File: config.mk
export PLATFORM = sky130hd
export DESIGN_NAME = icache_ctrl
export DESIGN_NICKNAME = d
export VERILOG_FILES = /design/src/rtl/icache_ctrl.sv
export SDC_FILE = /design/constraint.sdc
export NUM_CORES = 1
export LEC_CHECK = 0
export ABC_AREA = 0
export BUFFER_PORTS_ARGS = -buffer_cell sky130_fd_sc_hd__buf_2
export CAP_MARGIN = 10
export CORE_MARGIN = 5
export CORE_UTILIZATION = 40
export CTS_BUF_LIST = sky130_fd_sc_hd__clkbuf_16
export DETAILED_ROUTE_END_ITERATION = 8
export PLACE_DENSITY = 0.61
export SLEW_MARGIN = 20
export SYNTH_ARGS = -nofsm -noshare
export SYNTH_HDL_FRONTEND = slang
export SYNTH_SLANG_ARGS = --single-unit
File: constraint.sdc
create_clock -name clk -period 6.4 [get_ports clk]
set_clock_uncertainty 0.1 [all_clocks]
set_input_delay 0.64 -clock clk [delete_from_list [all_inputs] [get_ports clk]]
set_output_delay 0.64 -clock clk [all_outputs]
set_load 0.005 [all_outputs]
File: src/rtl/icache_ctrl.sv
// ----------------------------------------------------------------------------
// icache_ctrl
// Direct-mapped instruction cache with a two-state miss handler. Hits return
// one instruction per cycle; a miss stalls fetch, refills the whole line from
// instruction memory, installs it and returns the requested instruction.
//
// Optional feature macro: ICACHE_STATS_EN (adds hit_count / miss_count).
//
// Ports:
//   clk, rst_n            clock, asynchronous active-low reset
//   req_valid, req_addr   fetch request (byte address)
//   req_ready             high while IDLE
//   resp_valid/resp_instr one-cycle response pulse and instruction
//   flush                 invalidate every line
//   mem_req/mem_addr      line refill request, line-aligned address
//   mem_ack/mem_rdata     single-cycle acknowledge with full line data
//   hit_count/miss_count  saturating statistics (ICACHE_STATS_EN only)
//
// state  | meaning
// -------+---------------------------------------------------------------
// IDLE   | accepting lookups; hits answered the cycle after sampling
// REFILL | line request outstanding; waiting for mem_ack
// ----------------------------------------------------------------------------
module icache_ctrl #(
    parameter int ADDR_W  = 16,
    parameter int INSTR_W = 16,
    parameter int WORDS   = 4,
    parameter int LINES   = 8
) (
    input  logic                       clk,
    input  logic                       rst_n,
    input  logic                       req_valid,
    input  logic [ADDR_W-1:0]          req_addr,
    output logic                       req_ready,
    output logic                       resp_valid,
    output logic [INSTR_W-1:0]         resp_instr,
    input  logic                       flush,
    output logic                       mem_req,
    output logic [ADDR_W-1:0]          mem_addr,
    input  logic                       mem_ack,
    input  logic [INSTR_W*WORDS-1:0]   mem_rdata
`ifdef ICACHE_STATS_EN
    ,
    output logic [31:0]                hit_count,
    output logic [31:0]                miss_count
`endif
);

    localparam int B      = $clog2(INSTR_W / 8);
    localparam int W      = $clog2(WORDS);
    localparam int I      = $clog2(LINES);
    localparam int OFF    = B + W;
    localparam int TAG_W  = ADDR_W - B - W - I;
    localparam int LINE_W = INSTR_W * WORDS;

    typedef enum logic {IDLE = 1'b0, REFILL = 1'b1} state_t;

    state_t             state;
    logic [LINES-1:0]   valid;
    logic [TAG_W-1:0]   tag_mem  [LINES];
    logic [LINE_W-1:0]  data_mem [LINES];
    logic [W-1:0]       miss_word;

    logic [W-1:0]       req_word;
    logic [I-1:0]       req_idx;
    logic [TAG_W-1:0]   req_tag;
    logic [I-1:0]       miss_idx;
    logic [TAG_W-1:0]   miss_tag;
    logic               hit;
    logic [INSTR_W-1:0] hit_word;
    logic [INSTR_W-1:0] fill_word;
    logic [ADDR_W-1:0]  line_addr;
    logic               unused_addr;

    assign req_word  = req_addr[B +: W];
    assign req_idx   = req_addr[OFF +: I];
    assign req_tag   = req_addr[ADDR_W-1 -: TAG_W];
    // The outstanding line address doubles as the install index/tag.
    assign miss_idx  = mem_addr[OFF +: I];
    assign miss_tag  = mem_addr[ADDR_W-1 -: TAG_W];
    assign hit       = valid[req_idx] && (tag_mem[req_idx] == req_tag);
    assign hit_word  = data_mem[req_idx][int'(req_word) * INSTR_W +: INSTR_W];
    assign fill_word = mem_rdata[int'(miss_word) * INSTR_W +: INSTR_W];
    assign line_addr = {req_tag, req_idx, {OFF{1'b0}}};
    assign req_ready = (state == IDLE);
    // Byte-offset bits are intentionally ignored.
    assign unused_addr = ^req_addr;

    always_ff @(posedge clk or negedge rst_n) begin
        if (!rst_n) begin
            state      <= IDLE;
            valid      <= '0;
            resp_valid <= 1'b0;
            resp_instr <= '0;
            mem_req    <= 1'b0;
            mem_addr   <= '0;
            miss_word  <= '0;
`ifdef ICACHE_STATS_EN
            hit_count  <= '0;
            miss_count <= '0;
`endif
        end else begin
            resp_valid <= 1'b0;
            case (state)
                IDLE: begin
                    if (req_valid) begin
                        // A flush in the same cycle forces the lookup to miss.
                        if (hit && !flush) begin
                            resp_valid <= 1'b1;
                            resp_instr <= hit_word;
`ifdef ICACHE_STATS_EN
                            if (hit_count != '1) hit_count <= hit_count + 32'd1;
`endif
                        end else begin
                            mem_req   <= 1'b1;
                            mem_addr  <= line_addr;
                            miss_word <= req_word;
                            state     <= REFILL;
`ifdef ICACHE_STATS_EN
                            if (miss_count != '1) miss_count <= miss_count + 32'd1;
`endif
                        end
                    end
                end
                REFILL: begin
                    if (mem_ack) begin
                        valid[miss_idx] <= 1'b1;
                        resp_valid      <= 1'b1;
                        resp_instr      <= fill_word;
                        mem_req         <= 1'b0;
                        state           <= IDLE;
                    end
                end
                default: state <= IDLE;
            endcase
            // Placed last so a coincident mem_ack cannot leave its line valid.
            if (flush) valid <= '0;
        end
    end

    // Tag and data arrays carry no reset; validity alone qualifies them.
    always_ff @(posedge clk) begin
        if (state == REFILL && mem_ack) begin
            tag_mem[miss_idx]  <= miss_tag;
            data_mem[miss_idx] <= mem_rdata;
        end
    end

endmodule

## After elaboration in Yosys (flattened, before gate mapping)

Memory sizes are Yosys's and may differ from the RTL's.
Cells that the tools add are included.

| word-level totals | value |
|---|---|
| register bits after elaboration | 42 |
| bits in writable memories | 592 |
| input bits | 85 |
| output and inout bits | 35 |
| word-level logic and storage cells | 58 |
| memories kept | 2 |

Memories:

| memory | words | bits a word | read ports | clocked after memory_dff | write ports | RTL line | RTL |
|---|---|---|---|---|---|---|---|
| data_mem | 8 | 64 | 1 | 0 | 1 | 61 | `logic [LINE_W-1:0] data_mem [LINES];` |
| tag_mem | 8 | 10 | 1 | 0 | 1 | 60 | `logic [TAG_W-1:0] tag_mem [LINES];` |

| operators by class | value |
|---|---|
| $lt $le $gt $ge | 3 |
| eq/ne operators | 5 |
| shifts and indexed selects | 2 |
| muxes and demuxes | 25 |
| bitwise logic cells | 3 |
| reductions and logical operators | 11 |

Operators by type and width:

| operator | number |
|---|---|
| indexed part select 64 x 7 -> 16 bit | 2 |
| 2-to-1 mux 16 bit | 3 |
| one-hot mux 16 bit (2 select lines) | 1 |
| 2-to-1 mux 8 bit | 3 |
| 2-to-1 mux 1 bit | 13 |
| equality test 10 bit | 1 |
| AND reduction 3 bit | 3 |
| less-than comparator 3 x 4 -> 1 bit (second input constant) | 2 |
| OR 8 bit | 1 |
| != test 2 bit (second input constant) | 3 |
| one-hot mux 1 bit (2 select lines) | 3 |
| logical AND 1 bit | 4 |
| nonzero test 2 bit | 2 |
| binary-select mux 1 bit (select 3 bit) | 1 |
| demux 1 bit (select 3 bit) | 1 |
| greater-or-equal comparator 3 x 1 -> 1 bit (second input constant) | 1 |
| != test 2 x 1 -> 1 bit (second input constant) | 1 |
| NOT 1 bit | 2 |
| AND reduction 2 bit | 1 |
| logical NOT 1 bit | 1 |

## Depth between registers and ports, before layout

Gate-level depths: netlist (run 1).

| depth | value |
|---|---|
| word-level depth | 8 |
| gate-level depth with buffers | 11 |
| depth with buffers taken out | 7 |

## Worst setup path after synthesis (run 1)

No wires, ideal clock.

| timing path | value |
|---|---|
| path type | input -> register |
| from | input port mem_ack |
| to | memory data_mem[0][0] in the netlist's numbering (enable) |
| library setup time | 0.599 ns |
| data arrival time | 6.095 ns |
| required time | 5.701 ns |
| path slack | -0.394 ns |
| cell stages on the path | 3 |
| path buffers | 0 |
| path through | nand2_1 -> or2_2 -> nor3_1 |

| between the ends | value |
|---|---|
| longest elaborated chain between the ends | 3 |

Ends and longest elaborated chain:

| what | RTL line | RTL |
|---|---|---|
| from (decl) | 40 | `input logic mem_ack,` |
| logical AND 1 bit | 143 | `if (state == REFILL && mem_ack) begin` |
| 2-to-1 mux 1 bit | 143 |  |
| 2-to-1 mux 1 bit (not written as such) | 145 | `data_mem[miss_idx] <= mem_rdata;` |
| to (decl) | 61 |  |

Every way passes these cells.

## Worst setup path in the final report (run 1)

| timing path | value |
|---|---|
| from | input port req_addr[4] |
| to | register resp_instr[10] |

| between the ends | value |
|---|---|
| longest elaborated chain between the ends | 6 |
| elaborated cells on any way between the ends | 13 |
| classes of those cells | eq/ne (2); shift (1); mux (5); reduce/logical (3); memory (2) |

Ends and longest elaborated chain:

| what | RTL line | RTL |
|---|---|---|
| from (decl) | 33 | `input logic [ADDR_W-1:0] req_addr,` |
| parallel branches: the longest is 6 deep, another holds memory read (8 x 64 bit) | -- |  |
| to (signal assigned) | 110 | `resp_instr <= hit_word;` |
| to (signal assigned) | 129 | `resp_instr <= fill_word;` |
| to (decl) | 36 | `output logic [INSTR_W-1:0] resp_instr,` |

Parallel ways; which one is timed is not known. The select of a mux whose other input is x is not followed.
A chain may end at the register's enable or synchronous reset.

==> results_dict.tcl, run 1 <==
set metrics [dict create \
    status "finished, final reports clean" \
    fraction_of_final_layout_cells_with_drive_strength_greater_than_1_pct 32.32 \
    rrSetupSlack_ps 3030 \
    synth_enable_flop_cells 592 \
    floorplan.die_area_um2 67230 \
    layout.filler_cells 5115 \
    cap_viol_max_count 0 \
    timing.max_slew.rel_slack_pct 33.31 \
    final_antenna_net_count 0 \
    synth_ff_type "sky130_fd_sc_hd__edfxtp_1" \
    timing.final.setup_violations 0 \
    finish.net_count 1354 \
    yosys.area.top_type_share_pct 71.52 \
    share_seq_of_total_power_pct 53.1 \
    rsz0062_at_grt "false" \
    finalPower_w 0.009235 \
    ys_warn_count 0 \
    drc 0 \
    synth_seq_cells 634 \
    cellLeakagePower_nw 9.545 \
    sw_frac_of_total_pct 22.63 \
    cts_sinks 634 \
    synth-simple-area-share_pct 1.570 \
    routedWlPerCell_um 25.70 \
    holdCritPathClass "primary input to asynchronous set/reset pin" \
    multi_input_area_um2 5798 \
    pwr_density_cell_nw_per_um2 324.3 \
    netlist_top_cells_area "sky130_fd_sc_hd__edfxtp_1, sky130_fd_sc_hd__mux4_2, sky130_fd_sc_hd__dfrtp_1" \
    port_buffers 115 \
    power_frac_clock_pct 37.6 \
    gp_congestion 0.7230 \
    finalHoldViolCount 0 \
    worst_r2r_path_depth 5 \
    tritoncts "done" \
    grt_first_pass_wirelength_um 83030 \
    number_of_distinct_library_cell_variants_in_the_gate_level_netlist_after_synthesis 36 \
    drv_slew 0 \
    synth_xor_xnor_area_share_pct 0.3523 \
    synth_top_cells_by_count "sky130_fd_sc_hd__edfxtp_1, sky130_fd_sc_hd__mux4_2, sky130_fd_sc_hd__mux2i_1" \
    critPathRequiredTime_ps 6790 \
    timing_worst_setup_path_type "primary input to flop" \
    r2r-end "tag_mem[2][5]" \
    grt.total_usage_pct 16.61 \
    final.hold.worst_slack_ps 62.72 \
    power_frac_comb_pct 9.3 \
    h-tree-depth 2 \
    wl_um 55600 \
    critical_path.endpoint_type "flop" \
    power.ir.vdd_worst_v 0.0002286 \
    synthesis.area_um2 24860 \
    area_delta_synth_final_pct 14.57 \
    globalRouteOverflowTotal 0 \
    layout_worst_path_cycle_share_pct 52.76 \
    worstMarginPinSlew_ps 1000 \
    cts.clk_slew.worst_paths_ps 60 \
    drt-pass1-iter-count 7 \
    cts_max_path_buffers 3 \
    synth_async_sr_flop_share_pct 6.625 \
    maximum_number_of_pins_on_one_net_before_global_route_repair 95 \
    setup_total_negative_slack_ps 0 \
    core_area_um2 61600 \
    effective_utilization_at_floorplan_pct 40.35 \
    synthMostInstantiatedCell "sky130_fd_sc_hd__edfxtp_1" \
    final.setup.worst_slack_ps 3024 \
    placement_rows 91 \
    ctsResizeCount 0 \
    synth_area_per_cell_um2 22.06 \
    synth_compound_area_share_pct 1.646 \
    design.portCount 120 \
    clock_latency_ps 610 \
    num_vias 11710 \
    intPower_w 0.007145 \
    place_worst_setup_slack_ps 2318 \
    layout.core_utilization_pct 46.24 \
    crit_fanout 87 \
    ff_latch_area_um2 18830 \
    fp.dieW_um 259.3 \
    grt_pass1_vias 12350 \
    max_freq_mhz 296.2 \
    fp.dieH_um 259.3 \
    hold_buffers 0 \
    post-cts-setup-buffers 0 \
    register_area_share_after_synthesis_pct 75.74 \
    worstReg2RegStart "state" \
    period_needed_ps 3376 \
    routed_via_density 5.412 \
    crit_path_start_kind "primary input" \
    synth_area_leader_cell "sky130_fd_sc_hd__edfxtp_1" \
    antenna_found_initial 13 \
    post_synth_fa_ha_maj_area_fraction_pct 0 \
    cts.root.buffer_cell "sky130_fd_sc_hd__clkbuf_16" \
    synth.area.mux_share_pct 19.41 \
    switchingPower_w 0.002089 \
    critical_path_arrival_ps 3760 \
    hpwl_after_dpl_um 30950 \
    synthesis.instances 1127 \
    synth_top_family_by_area "multiplexers" \
    cts_buffers 60 \
    detailedRoute.firstIterationViolations 1091 \
]
==> state kept, by name (all words and copies together), names as in the netlist, 2 cells and up <==
signal and cells:
miss_word 2, mem_addr 13, valid 8, resp_instr 16
data_mem 512, tag_mem 80
==> how the worst max path moves through the flow <==
stage           startpoint             end  slack [ps]  cells after the start
2_1_floorplan      mem_ack  data_mem[2][0]        1620                      3
3_3_place_gp   req_addr[4]  resp_instr[11]        2340                      8
3_5_place_dp   req_addr[4]   resp_instr[8]        2320                      8
4_1_cts        req_addr[4]   resp_instr[7]        2980                      8
5_1_grt        req_addr[4]   resp_instr[6]        2820                      9
6_report       req_addr[4]  resp_instr[10]        3020                      8
==> logic make-up after synthesis <==
group           after synthesis
compound gates               49
xor+xnor                     10
buf+inv                      67
flops                       634
mux                         281
other cells                   1
simple gates                 85
==> placed cells by master (no fill, tap or decap), drive strengths merged, types with 16 or more instances in the layout <==
cell    count
edfxtp    592
mux4      154
buf       141
mux2i      86
clkbuf     61
dfrtp      42
mux2       41
nand2      38
a22oi      32
inv        24
clkinv     20
nor2       18
nand3      16
==> critical path, stage by stage <==
cell	delay, ps
sky130_fd_sc_hd__buf_6	690
sky130_fd_sc_hd__mux4_2	620
sky130_fd_sc_hd__xnor2_1	130
sky130_fd_sc_hd__or3_1	400
sky130_fd_sc_hd__nor4_4	410
sky130_fd_sc_hd__a41oi_4	150
sky130_fd_sc_hd__buf_4	300
sky130_fd_sc_hd__mux2_4	360
==> stage by stage <==
step	instance area (um2)	cells
final	28480	2163
after global routing	28460	2155
after CTS	28440	2154
after detailed placement	26520	2043
after global placement	26520	2043
after floorplan	24880	1129
==> routing by layer <==
metal  global-route usage [%]  vias to the layer above  share of wire, %
li1                         -                     4995                 -
met1                    24.19                     6239                43
met2                    26.29                      381                48
met3                    3.648                       82               7.3
met4                    3.317                       10               1.5
met5                        0                        -              0.12
==> power groups by stage <==
stage	combinational (W)	clock [W]	sequential, W
6_report	0.000862	0.00347	0.00490
5_1_grt	0.000932	0.00372	0.00492
4_1_cts	0.000880	0.00354	0.00490
3_5_place_dp	0.000877	0	0.00499
3_3_place_gp	0.000868	0	0.00497
2_1_floorplan	0.000499	0	0.00496
==> final cells by class <==
| type | instances | area share (%) |
|---|---|---|
| Antenna cell | 8 | 0.07029 |
| Clock buffer | 61 | 5.360 |
| Clock inverter | 50 | 1.379 |
| Inverter | 4 | 0.05272 |
| Multi-Input combinational cell | 428 | 20.36 |
| Sequential cell | 634 | 66.11 |
| Tap cell | 837 | 3.677 |
| Timing Repair Buffer | 141 | 2.992 |
Note: power is estimated with default switching activity, not from simulation.
==> run 2: changes to the inputs <==
clock period = 2.8 ns   (was 6.4 ns; I/O delays follow)
==> run 2 against run 1 <==
Compared with the run above:
- hold slack worse by 5.5 ps
- flip-flop and latch count stayed put
- sequential share of layout area is 2.6 points lower
- critical path depth is 1 higher
- sequential power is 130% higher
- critical endpoint is now mem_addr[12]
- highest routed layer unchanged
- die area stayed put
==> results_dict.tcl, run 2 (synthesis gave the netlist of run 1 again) <==
set metrics [dict create \
    status "finished, final reports clean" \
    routedWlPerCell_um 25.10 \
    h-tree-depth 2 \
    rsz0062_at_grt "false" \
    max_freq_mhz 375.9 \
    antenna_found_initial 6 \
    fraction_of_final_layout_cells_with_drive_strength_greater_than_1_pct 32.10 \
    tritoncts "done" \
    cts.clk_slew.worst_paths_ps 60 \
    cts_max_path_buffers 3 \
    crit_fanout 17 \
    final_antenna_net_count 0 \
    cts_sinks 634 \
    timing.critical_path.slowest_cell_delay_ps 480 \
    commonest_cells_after_routing_fill_and_taps_aside "sky130_fd_sc_hd__edfxtp_1, sky130_fd_sc_hd__mux4_2, sky130_fd_sc_hd__buf_2, sky130_fd_sc_hd__mux2i_1, sky130_fd_sc_hd__dlygate4sd3_1" \
    timing.final.setup_violations 0 \
    detailedRoute.firstIterationViolations 968 \
    hpwl_after_dpl_um 32210 \
    r2r-end "mem_addr[12]" \
    largest_reg_flops 512 \
    grt_pass1_vias 13190 \
    timing.hold.worst_endpoint "mem_addr[4]" \
    fp.dieH_um 259.3 \
    critical_path_arrival_ps 3050 \
    critical_path.endpoint_type "flop" \
    rrSetupSlack_ps 140 \
    globalRouteOverflowTotal 0 \
    cap_viol_max_count 0 \
    critPathRequiredTime_ps 3190 \
    power.ir.vdd_worst_v 0.0005110 \
    timing.critical_path.cells "mux2i_1 > mux4_2 > xnor2_1 > or3_4 > nor4_4 > buf_4 > a31oi_4 > buf_12 > mux2_1" \
    design.portCount 120 \
    grt_first_pass_wirelength_um 85930 \
    worstReg2RegStart "tag_mem[7][1]" \
    drt-pass1-iter-count 5 \
    hold-path-cell-count 3 \
    final_area_um2 29660 \
    layout_worst_path_cycle_share_pct 95.01 \
    drv_slew 0 \
    maximum_number_of_pins_on_one_net_before_global_route_repair 62 \
    ctsResizeCount 0 \
    drc 0 \
    worstMarginPinSlew_ps 817.6 \
    port_buffers 115 \
    cts.root.buffer_cell "sky130_fd_sc_hd__clkbuf_16" \
    cellLeakagePower_nw 10.06 \
    pwr_density_cell_nw_per_um2 714.5 \
    worst_hold_start "req_addr[4]" \
    effective_utilization_at_floorplan_pct 40.35 \
    final_common_cell "sky130_fd_sc_hd__edfxtp_1" \
    crit_slowest_cell "sky130_fd_sc_hd__mux4_2" \
    worst_r2r_path_depth 9 \
    grt.total_usage_pct 16.99 \
    clock_latency_ps 620 \
    finalHoldViolCount 0 \
    core_area_um2 61600 \
    holdCritPathClass "primary input to flop" \
    gp_congestion 0.7318 \
    layout.filler_cells 5020 \
    largest_registers "data_mem (512), tag_mem (80), resp_instr (16)" \
    timing.max_slew.rel_slack_pct 45.49 \
    timing_worst_setup_path_type "flop to flop" \
    floorplan.die_area_um2 67230 \
    cell_area_placed_um2 26960 \
    routed_via_density 5.374 \
    placement_rows 91 \
    area_delta_synth_final_pct 19.33 \
    num_vias 12190 \
    finish.net_count 1460 \
    post-cts-setup-buffers 0 \
    cts_buffers 61 \
    largest_register "data_mem" \
    place_worst_setup_slack_ps -95.42 \
    final.setup.worst_slack_ps 139.7 \
    fp.dieW_um 259.3 \
    crit_path_start_kind "flop" \
    wl_um 56950 \
    period_needed_ps 2660 \
]
[run 2: cell types whose count changed in the layout (fill, tap and decap cells not counted), sizes merged]
cell         previous run  this run
clkinvlp                3         2
inv                    24        21
clkbuf                 61        62
bufinv                  7         4
clkinv                 20        30
dlygate4sd3             0        78
diode                   8         5
buf                   141       168
[run 2: area by class of cell]
| type | count | area (um2) | area share (%) |
|---|---|---|---|
| diodes | 5 | 12.51 | 0.04218 |
| clock buffers | 62 | 1551 | 5.230 |
| clock inverters | 53 | 357.8 | 1.206 |
| inverters | 4 | 15.01 | 0.05062 |
| multi-input cells | 428 | 5816 | 19.61 |
| flip-flops and latches | 634 | 18830 | 63.47 |
| well taps | 837 | 1047 | 3.530 |
| repair buffers | 246 | 2036 | 6.863 |
[run 2: per-stage QoR]
| step | util (%) | setup TNS, ps | hold WS [ps] | power (W) | std cells |
|---|---|---|---|---|---|
| 4_1_cts | 48.14 | 0 | 16.91 | 0.02143 | 2264 |
| 3_5_place_dp | 43.77 | -1799 | 314.4 | 0.01350 | 2071 |
| 5_1_grt | 48.15 | 0 | 57.88 | 0.02201 | 2267 |
| 3_3_place_gp | 43.77 | -1924 | 295.0 | 0.01344 | 2071 |
| 6_report | 48.16 | 0 | 57.23 | 0.02120 | 2269 |
| 2_1_floorplan | - | -155570 | -115.6 | 0.01248 | 1129 |
[run 2: repair_timing]
action	CTS	global route
endpoints found under the setup margin	0	0
endpoints found under the hold margin	556	0
hold buffers	78	0
[run 2: worst max path at each step]
stage | from | cells past startpoint | slack (ps) | endpoint
floorplan | state | 4 | -490 | data_mem[2][0]
global placement | req_addr[5] | 11 | -110 | miss_word[0]
detailed placement | req_addr[5] | 11 | -100 | mem_addr[13]
CTS | tag_mem[2][1] | 9 | 120 | mem_addr[12]
global route | tag_mem[7][1] | 9 | 3 | mem_addr[10]
finish | tag_mem[7][1] | 9 | 140 | mem_addr[12]
[run 2: worst max-delay path, delay by kind of cell (launching register included)]
kind	cells	cell delay, ps
multiplexers	3	850
AND/OR/NAND/NOR	2	700
buffers and inverters	2	350
flip-flops	1	320
XOR/XNOR	1	140
AO/OA/AOI/OAI	1	80
[run 2: where the power goes]
part | switching, W | internal (W) | leakage, nW
registers | 0.000291 | 0.0109 | 5.86
clock network | 0.00346 | 0.00437 | 0.998
logic | 0.00117 | 0.000979 | 3.21
[run 2: routing by layer]
| layer | vias up | part of all wire [%] | global-route usage (%) |
|---|---|---|---|
| li1 | 5218 | - | - |
| met1 | 6517 | 43 | 23.81 |
| met2 | 366 | 49 | 27.85 |
| met3 | 90 | 6.2 | 3.414 |
| met4 | 2 | 2.1 | 3.992 |
| met5 | - | 0.019 | 0 |
==> run 3: changes to the inputs <==
GPL_TIMING_DRIVEN = 1   (was default)
PLACE_DENSITY = 0.59   (was 0.61)
clock period = 3.4 ns   (was 2.8 ns; I/O delays follow)
==> run 3 against run 2 <==
Compared with the run above:
- flip-flop and latch count stayed put
- count of clock-buffer cells in the layout rose by 9
- sequential power is 18% lower
- via count up 0.19%
- utilization grew 0.16 points
- critical path depth is 1 lower
- maximum frequency is 7.0% lower
- largest cell class unchanged
- total power fell by 15%
- hold slack gained 130 ps
==> results_dict.tcl, run 3 (synthesis gave the netlist of run 1 again) <==
set metrics [dict create \
    status "finished, final reports clean" \
    cts_buffers 66 \
    cts.clk_slew.worst_paths_ps 60 \
    largest_registers "data_mem (512), tag_mem (80), resp_instr (16)" \
    post-cts-setup-buffers 0 \
    fp.dieH_um 259.3 \
    layout_worst_path_cycle_share_pct 84.14 \
    setup_total_negative_slack_ps 0 \
    hold_buffers 78 \
    finalPower_w 0.01803 \
    cp_num_buf_inv 1 \
    crit_slowest_cell "sky130_fd_sc_hd__mux4_2" \
    floorplan.die_area_um2 67230 \
    critical_path_arrival_ps 3220 \
    finish.net_count 1456 \
    fraction_of_final_layout_cells_with_drive_strength_greater_than_1_pct 31.83 \
    cts_sinks 634 \
    crit_path_start_kind "flop" \
    grt_pass1_vias 13140 \
    num_vias 12220 \
    cellLeakagePower_nw 10.09 \
    drc 0 \
    commonest_cells_after_routing_fill_and_taps_aside "sky130_fd_sc_hd__edfxtp_1, sky130_fd_sc_hd__mux4_2, sky130_fd_sc_hd__buf_2, sky130_fd_sc_hd__mux2i_1, sky130_fd_sc_hd__dlygate4sd3_1" \
    core_area_um2 61600 \
    area_delta_synth_final_pct 19.73 \
    effective_utilization_at_floorplan_pct 40.35 \
    finalHoldViolCount 0 \
    cts_max_path_buffers 3 \
    final.hold.worst_slack_ps 191.4 \
    cts.root.buffer_cell "sky130_fd_sc_hd__clkbuf_16" \
    gp_congestion 0.7481 \
    max_freq_mhz 349.5 \
    timing.critical_path.slowest_cell_delay_ps 470 \
    final_common_cell "sky130_fd_sc_hd__edfxtp_1" \
    grt_first_pass_wirelength_um 85330 \
    final_antenna_net_count 0 \
    power.ir.vdd_worst_v 0.0004420 \
    drt-pass1-iter-count 4 \
    placed_cells 2062 \
    largest_reg_flops 512 \
    timing.critical_path.cells "mux2i_1 > mux4_2 > xnor2_1 > or3_1 > nor4_4 > a41oi_4 > buf_4 > mux2_4" \
    fp.dieW_um 259.3 \
    timing.final.setup_violations 0 \
    wl_um 57010 \
    clock_latency_ps 590 \
    instances_no_fill 2261 \
    routed_via_density 5.403 \
    detailedRoute.firstIterationViolations 895 \
    ctsResizeCount 0 \
    pwr_density_cell_nw_per_um2 605.7 \
    placement_rows 91 \
    timing.max_slew.rel_slack_pct 43.63 \
    globalRouteOverflowTotal 0 \
    critPathRequiredTime_ps 3760 \
    period_needed_ps 2861 \
    maximum_number_of_pins_on_one_net_before_global_route_repair 76 \
    hpwl_after_dpl_um 33060 \
    routedWlPerCell_um 25.22 \
    crit_family "multiplexers" \
    design.portCount 120 \
    holdCritPathClass "primary input to flop" \
    worstMarginPinSlew_ps 842.8 \
    drv_slew 0 \
    cap_viol_max_count 0 \
    largest_register "data_mem" \
    h-tree-depth 3 \
    crit_fanout 17 \
    port_buffers 115 \
    grt.total_usage_pct 17.03 \
    timing_worst_setup_path_type "flop to flop" \
    tritoncts "done" \
    rsz0062_at_grt "false" \
    antenna_found_initial 5 \
    critical_path.endpoint_type "flop" \
]
run 3: worst paths after layout:
path,from,end,slack (ps),cells after the start
max,tag_mem[0][1],resp_instr[11],540,8
min reg2reg,mem_req,mem_req,370,1
max in group asynchronous,rst_n,resp_valid,2150,3
min in group asynchronous,rst_n,mem_addr[7],260,2
max reg2reg,tag_mem[0][1],resp_instr[11],540,8
min,req_addr[3],mem_addr[3],190,2
run 3: final cells by class:
| type | count | area (um2) |
|---|---|---|
| Multi-Input combinational cell | 428 | 5798 |
| Antenna cell | 4 | 10.01 |
| Inverter | 4 | 15.01 |
| Sequential cell | 634 | 18830 |
| Timing Repair Buffer | 237 | 1931 |
| Tap cell | 837 | 1047 |
| Fill cell | 5014 | 31840 |
| Clock inverter | 46 | 355.3 |
| Clock buffer | 71 | 1777 |
run 3: where the power goes:
group | internal, W | switching (W)
clock | 0.00421 | 0.00285
combinational | 0.000784 | 0.000951
sequential | 0.00900 | 0.000232
total | 0.0140 | 0.00404
run 3: routing by layer:
| layer | GRT usage, % | part of all wire, % | up-vias |
|---|---|---|---|
| li1 | - | - | 5219 |
| met1 | 23.35 | 42 | 6475 |
| met2 | 27.55 | 49 | 413 |
| met3 | 4.319 | 6.7 | 105 |
| met4 | 4.521 | 2.1 | 4 |
| met5 | 0 | 0.037 | - |
run 3: through the flow:
stage	utilization, %	setup WS (ps)	cell area (um2)
5_1_grt	48.30	389.8	29750
2_1_floorplan	-	-1241	24880
6_report	48.32	539.1	29760
3_3_place_gp	43.57	256.3	26840
4_1_cts	48.30	512.3	29750
3_5_place_dp	43.57	268.3	26840
